File: config.mk
export PLATFORM = sky130hd
export DESIGN_NAME = inst_fetch_queue
export DESIGN_NICKNAME = d
export VERILOG_FILES = /design/src/rtl/inst_fetch_queue.sv
export SDC_FILE = /design/constraint.sdc
export NUM_CORES = 1
export LEC_CHECK = 0
export CORE_UTILIZATION = 63
export CTS_BUF_LIST = sky130_fd_sc_hd__clkbuf_4 sky130_fd_sc_hd__clkbuf_8
export CTS_CLUSTER_SIZE = 20
export DETAILED_ROUTE_END_ITERATION = 7
export DONT_BUFFER_PORTS = 1
export GPL_TIMING_DRIVEN = 0
export PLACE_DENSITY_LB_ADDON = 0.08
export REMOVE_ABC_BUFFERS = 1
export SYNTH_ARGS = -nofsm -noshare
export SYNTH_HDL_FRONTEND = slang
export SYNTH_SLANG_ARGS = --single-unit
File: constraint.sdc
create_clock -name clk_i -period 2.5 [get_ports clk_i]
set_clock_uncertainty 0.15 [all_clocks]
set_input_delay 0.25 -clock clk_i [delete_from_list [all_inputs] [get_ports clk_i]]
set_output_delay 0.25 -clock clk_i [all_outputs]
set_load 0.02 [all_outputs]
File: src/rtl/inst_fetch_queue.sv
// Instruction fetch stage: req/ack memory reader feeding a FWFT instruction queue with redirect flush.
// Optional FETCH_STATS_EN adds saturating fetched/flushed counters (ports tied to 0 otherwise).
module inst_fetch_queue #(
  parameter int          INST_W   = 16,
  parameter int          ADDR_W   = 12,
  parameter int          DEPTH    = 4,
  parameter int unsigned RESET_PC = 0
) (
  input  logic              clk_i,
  input  logic              rst_i,
  output logic              mem_req_o,
  output logic [ADDR_W-1:0] mem_addr_o,
  input  logic              mem_ack_i,
  input  logic [INST_W-1:0] mem_rdata_i,
  output logic [INST_W-1:0] ins_o,
  output logic [ADDR_W-1:0] ins_pc_o,
  output logic              ins_valid_o,
  input  logic              ins_ready_i,
  input  logic              redirect_i,
  input  logic [ADDR_W-1:0] redirect_pc_i,
  output logic [15:0]       stat_fetched_o,
  output logic [15:0]       stat_flushed_o
);

  localparam int PTR_W = $clog2(DEPTH);
  localparam logic [PTR_W:0] CNT_FULL = (PTR_W+1)'(DEPTH);
  localparam logic [PTR_W:0] CNT_ONE  = (PTR_W+1)'(1);

  typedef enum logic [1:0] {
    S_FETCH,
    S_WAIT,
    S_DRAIN
  } state_e;

  state_e            state_q, state_d;
  logic [ADDR_W-1:0] fetch_pc_q, fetch_pc_d;
  logic              mem_req_q, mem_req_d;
  logic [ADDR_W-1:0] mem_addr_q, mem_addr_d;
  logic [PTR_W-1:0]  wr_ptr_q, wr_ptr_d;
  logic [PTR_W-1:0]  rd_ptr_q, rd_ptr_d;
  logic [PTR_W:0]    count_q, count_d;
  logic [INST_W-1:0] head_data_q, head_data_d;
  logic [ADDR_W-1:0] head_pc_q, head_pc_d;
  logic              head_valid_q, head_valid_d;

  logic [INST_W-1:0] data_mem [DEPTH];
  logic [ADDR_W-1:0] pc_mem   [DEPTH];

  logic             pop;
  logic             push;
  logic [PTR_W-1:0] rd_next;

  assign pop     = head_valid_q & ins_ready_i;
  assign push    = (state_q == S_WAIT) & mem_ack_i & ~redirect_i;
  assign rd_next = rd_ptr_q + PTR_W'(1);

  always_ff @(posedge clk_i) begin
    if (!rst_i) begin
      state_q      <= S_FETCH;
      fetch_pc_q   <= ADDR_W'(RESET_PC);
      mem_req_q    <= 1'b0;
      mem_addr_q   <= '0;
      wr_ptr_q     <= '0;
      rd_ptr_q     <= '0;
      count_q      <= '0;
      head_data_q  <= '0;
      head_pc_q    <= '0;
      head_valid_q <= 1'b0;
    end else begin
      state_q      <= state_d;
      fetch_pc_q   <= fetch_pc_d;
      mem_req_q    <= mem_req_d;
      mem_addr_q   <= mem_addr_d;
      wr_ptr_q     <= wr_ptr_d;
      rd_ptr_q     <= rd_ptr_d;
      count_q      <= count_d;
      head_data_q  <= head_data_d;
      head_pc_q    <= head_pc_d;
      head_valid_q <= head_valid_d;
    end
  end

  // Storage needs no reset: occupancy alone decides which slots are meaningful.
  always_ff @(posedge clk_i) begin
    if (push) begin
      data_mem[wr_ptr_q] <= mem_rdata_i;
      pc_mem[wr_ptr_q]   <= mem_addr_q;
    end
  end

  always_comb begin
    state_d      = state_q;
    fetch_pc_d   = fetch_pc_q;
    mem_req_d    = mem_req_q;
    mem_addr_d   = mem_addr_q;
    wr_ptr_d     = wr_ptr_q;
    rd_ptr_d     = rd_ptr_q;
    count_d      = count_q;
    head_data_d  = head_data_q;
    head_pc_d    = head_pc_q;
    head_valid_d = head_valid_q;

    if (redirect_i) begin
      wr_ptr_d     = '0;
      rd_ptr_d     = '0;
      count_d      = '0;
      head_valid_d = 1'b0;
      fetch_pc_d   = redirect_pc_i;
      unique case (state_q)
        S_FETCH: begin
          state_d   = S_FETCH;
          mem_req_d = 1'b0;
        end
        S_WAIT, S_DRAIN: begin
          // An outstanding read must still complete before a new one is issued.
          if (mem_ack_i) begin
            state_d   = S_FETCH;
            mem_req_d = 1'b0;
          end else begin
            state_d = S_DRAIN;
          end
        end
        default: begin
          state_d   = S_FETCH;
          mem_req_d = 1'b0;
        end
      endcase
    end else begin
      if (push) wr_ptr_d = wr_ptr_q + PTR_W'(1);
      if (pop)  rd_ptr_d = rd_next;

      unique case ({push, pop})
        2'b10:   count_d = count_q + CNT_ONE;
        2'b01:   count_d = count_q - CNT_ONE;
        default: count_d = count_q;
      endcase

      // Head register lags storage by one edge, so a freshly pushed word is never bypassed.
      if (pop) begin
        if (count_q > CNT_ONE) begin
          head_data_d  = data_mem[rd_next];
          head_pc_d    = pc_mem[rd_next];
          head_valid_d = 1'b1;
        end else begin
          head_valid_d = 1'b0;
        end
      end else if (!head_valid_q && (count_q != '0)) begin
        head_data_d  = data_mem[rd_ptr_q];
        head_pc_d    = pc_mem[rd_ptr_q];
        head_valid_d = 1'b1;
      end

      unique case (state_q)
        S_FETCH: begin
          if (count_q < CNT_FULL) begin
            mem_req_d  = 1'b1;
            mem_addr_d = fetch_pc_q;
            state_d    = S_WAIT;
          end
        end
        S_WAIT: begin
          if (mem_ack_i) begin
            mem_req_d  = 1'b0;
            fetch_pc_d = fetch_pc_q + ADDR_W'(1);
            state_d    = S_FETCH;
          end
        end
        S_DRAIN: begin
          if (mem_ack_i) begin
            mem_req_d = 1'b0;
            state_d   = S_FETCH;
          end
        end
        default: begin
          mem_req_d = 1'b0;
          state_d   = S_FETCH;
        end
      endcase
    end
  end

  assign mem_req_o   = mem_req_q;
  assign mem_addr_o  = mem_addr_q;
  assign ins_o       = head_data_q;
  assign ins_pc_o    = head_pc_q;
  assign ins_valid_o = head_valid_q;

`ifdef FETCH_STATS_EN
  logic [15:0] stat_fetched_q;
  logic [15:0] stat_flushed_q;
  logic [15:0] flush_amt;
  logic [16:0] flush_sum;

  // A redirect while a read is outstanding always throws that word away, so it counts once here.
  assign flush_amt = 16'(count_q) + 16'(state_q == S_WAIT);
  assign flush_sum = {1'b0, stat_flushed_q} + {1'b0, flush_amt};

  always_ff @(posedge clk_i) begin
    if (!rst_i) begin
      stat_fetched_q <= '0;
      stat_flushed_q <= '0;
    end else begin
      if (pop && !redirect_i && (stat_fetched_q != 16'hFFFF))
        stat_fetched_q <= stat_fetched_q + 16'd1;
      if (redirect_i)
        stat_flushed_q <= flush_sum[16] ? 16'hFFFF : flush_sum[15:0];
    end
  end

  assign stat_fetched_o = stat_fetched_q;
  assign stat_flushed_o = stat_flushed_q;
`else
  assign stat_fetched_o = 16'h0000;
  assign stat_flushed_o = 16'h0000;
`endif

endmodule

==> summary.md <==
| Metric | Value |
|---|---|
| Status | `completed` |
| Worst setup path category | `flop to flop` |
| Mapped Cells | `approximately 570` |
| Post-synthesis sequential area ratio | `57.68%` |
| H-Tree Depth | `4` |
| Tot GR Track Use | `approximately 24%` |
| Die height | `about 120 µm` |
| GRT Max-Usage Layer | `met2` |
| Row Count | `41` |
| Clock Tree Buf Depth | `2` |
| Reg clk slew, reported paths | `approximately 90 ps` |
| DR iter-0 viols | `roughly 280` |
| Slowest CP cell | `and2_2` |
| Post-Route Utilization | `a little over two thirds` |
| Nets@finish | `634` |
| Yosys warning total | `0` |
| Post-DP HPWL | `between 8 and 9 mm` |
| Core Region | `roughly 13,000 µm²` |
| WP data required | `between 2000 and 2500 ps` |
| Starting Density | `between 60% and 70%` |
| Global placer's final weighted congestion | `slightly above 0.7` |
| Critical path cell sequence | `ha_1, nand2_1, nor2_1, and2_2` |
| Avg Cell Area, Syn | `between 10 and 15 µm²` |
| Fraction of layout cells with a size suffix above 1 | `roughly 16%` |
| Final Slew Violations | `0` |
| RSZ-0062 raised after global routing | `true` |
| Worst vdd ir | `0.0004040 V` |
| Critical path endpoint category | `flop` |
| Yosys cell types | `46` |
| Worst reg2reg endpoint | `data_mem[2][1]` |
| Initial antenna violation count | `0` |
| ANT cells | `0` |
| Setup crit start kind | `flop` |
| DRT antenna net count | `0` |
| IO buf count | `0` |
| Global-route wire length before repair | `between 20 and 25 mm` |
| CTS Buf Count | `17` |
| Routed WL | `about 15 mm` |
| Seq cells post-synth | `177` |
| M2 GR Usage | `43.94%` |
| Num Clock Sinks | `177` |
| Footprint of the multi-input gates | `3085 µm²` |
| Global routing usage on met1 | `26.81%` |
| Slew margin rel. | `35.46%` |
| CP endpoint | `data_mem[2][1]` |
| DR pass1 iterations | `4` |
| Die width | `115.3 µm` |
| R2R setup slack | `between 150 and 200 ps` |
| WP buf/inv | `0` |
| CP arrival | `around 2300 ps` |
| CP Max Fanout | `28` |
| Final Hold Fails | `0` |
| Overflow after GRT | `0` |
| TritonCTS clock tree | `done` |
| Final TNS setup | `0 ps` |
| Number of global-route vias before repair | `~4.8k` |
| Syn-to-layout area delta | `7.937%` |
| DRC viols | `0` |
| Die area | `between 10,000 and 15,000 µm²` |
| Pwr Density | `a little over 600 nW/µm²` |
| Hold Crit Class | `input pin to flop` |
| Vias/cell | `about 6.0` |
| Routed len/inst | `just under 20 µm` |
| Netlist Area Pre-Place | `about 8100 µm²` |
| Final period utilization | `roughly 94%` |
| Post-CTS Repair Setup Buffers | `0` |
| RR Startpoint | `state_q[0]` |
| Fmax | `roughly 430 MHz` |
| # fillers | `approximately 910` |
| Skew-Pair Late Insertion Delay | `450 ps` |
| Least-Margin Pin Slew | `around 970 ps` |
| I/O pin count | `roughly 110` |
| Number of stages on the worst setup path | `4` |
| Crit-path max cell delay | `roughly 730 ps` |
| Power Total | `5.288 mW` |
| Most common cell after layout, fill and taps aside | `edfxtp_1` |
| CP delay by family, top | `simple AND/OR/NAND/NOR gates` |
| Commonest cells after routing, fill and taps aside | `112 x edfxtp_1, 70 x mux2i_1, 62 x dfxtp_1` |
| Final Critical Period | `roughly 2300 ps` |
| Worst r2r path cells | `4` |
| Beginning of the critical path | `state_q[0]` |
| P_leak | `2.833 nW` |
| Final setup fails | `0` |
| Largest net degree at the start of global routing | `between 50 and 60` |
| M3 GR Usage | `roughly 6.3%` |
| Overall via count from detail_route | `around 4.6k` |
| Clock root buffer | `clkbuf_8` |
| Sequential cell area | `approximately 4700 µm²` |
| Max-cap viol count | `0` |
## worst reg2reg max path: cells and delay by family, from the launching register on
family,cells,cell delay (ps)
flip-flops,1,400
adder cells (fa/ha/maj),1,250
AND/OR/NAND/NOR,3,1160
## state kept, by name, summed over array words and instances (netlist names), named ones only
signal and cells:
rd_ptr_q 2, count_q 3, data_mem 64, mem_req_o 1
state_q 2, ins_valid_o 1, mem_addr_o 12, pc_mem 48
ins_o 16, wr_ptr_q 2, fetch_pc_q 12, ins_pc_o 12
## what timing repair did
action	4_1_cts	5_1_grt
hold buffers	32	0
endpoints found under the setup margin	0	18
hold endpoints to repair	92	0
resized for setup	0	4
## layer usage
| layer | up-vias | part of all wire (%) |
|---|---|---|
| li1 | 2154 | - |
| met1 | 2325 | 40 |
| met4 | 0 | 1.6 |
| met3 | 21 | 4.8 |
| met2 | 107 | 54 |
| met5 | - | 0 |
## logic make-up (layout without fill, tap and decap cells)
logic type,count (synthesis),in the layout,share of synthesized area (%)
buffers and inverters,77,75,5.895
muxes,98,98,16.46
DFF,177,177,57.68
adders and majority gates,13,13,2.011
other,1,32,0.04637
and+or+nand+nor,72,72,4.812
xor gates and xnor gates,15,15,1.625
AOI/OAI and AO/OA,119,119,11.47
## how the worst min path moves through the flow
stage	start	end	cells past startpoint
3_3_place_gp	mem_rdata_i[6]	data_mem[2][6]	0
2_1_floorplan	mem_rdata_i[0]	data_mem[0][0]	0
3_5_place_dp	mem_rdata_i[6]	data_mem[0][6]	0
4_1_cts	redirect_i	fetch_pc_q[4]	2
5_1_grt	redirect_i	fetch_pc_q[10]	2
6_report	redirect_i	fetch_pc_q[7]	2
## synth_stat cells, drive strengths merged
library cell | n | area, µm²
o41a | 1 | 12.51
or4 | 2 | 18.77
a21bo | 1 | 10.01
conb | 1 | 3.750
ha | 13 | 162.7
or3b | 1 | 8.760
a31oi | 1 | 6.260
nor2b | 15 | 93.84
nand2 | 13 | 48.80
xnor2 | 5 | 43.79
dfxtp | 65 | 1301
and4 | 1 | 8.760
clkbuf | 13 | 48.80
a22oi | 1 | 7.510
a21o | 1 | 7.510
mux2i | 70 | 700.7
clkinv | 1 | 3.750
nand2b | 3 | 18.77
xor2 | 10 | 87.58
nand3 | 4 | 20.02
and2 | 7 | 43.79
mux4 | 28 | 630.6
nor3b | 3 | 22.52
and3b | 1 | 8.760
o2bb2ai | 28 | 395.4
a211oi | 1 | 7.510
edfxtp | 112 | 3363
inv | 8 | 30.03
o22ai | 28 | 175.2
nand4 | 3 | 18.77
o21bai | 1 | 7.510
nor2 | 15 | 56.30
o31ai | 1 | 7.510
or3 | 1 | 6.260
nor3 | 3 | 15.01
a21oi | 40 | 200.2
o21ai | 12 | 60.06
buf | 55 | 394.1
o211a | 3 | 30.03
## stage by stage
step | worst slack (ps) | std cells | hold WS [ps] | area, µm²
6_report | 155.7 | 773 | 52.19 | 8728
5_1_grt | -6.824 | 773 | 47.20 | 8728
4_1_cts | 18.76 | 773 | 23.33 | 8716
3_5_place_dp | 41.33 | 709 | 199.0 | 8024
3_3_place_gp | -1116 | 707 | 199.0 | 7975
2_1_floorplan | -491.5 | 535 | 198.9 | 7760
## power breakdown
group          total (mW)  switching [mW]  internal, mW
clock network        1.82           0.987         0.837
logic               0.260           0.156         0.104
registers            3.20          0.0668          3.14
total                5.29            1.21          4.08
## final cells by class
| type | count | area share [%] |
|---|---|---|
| Sequential cell | 177 | 53.51 |
| Timing Repair Buffer | 34 | 4.028 |
| Clock buffer | 20 | 3.010 |
| Inverter | 9 | 0.3870 |
| Multi-Input combinational cell | 349 | 35.35 |
| Clock inverter | 12 | 1.247 |
| Tap cell | 172 | 2.466 |
No activity file was read; power rests on OpenSTA's default activity.
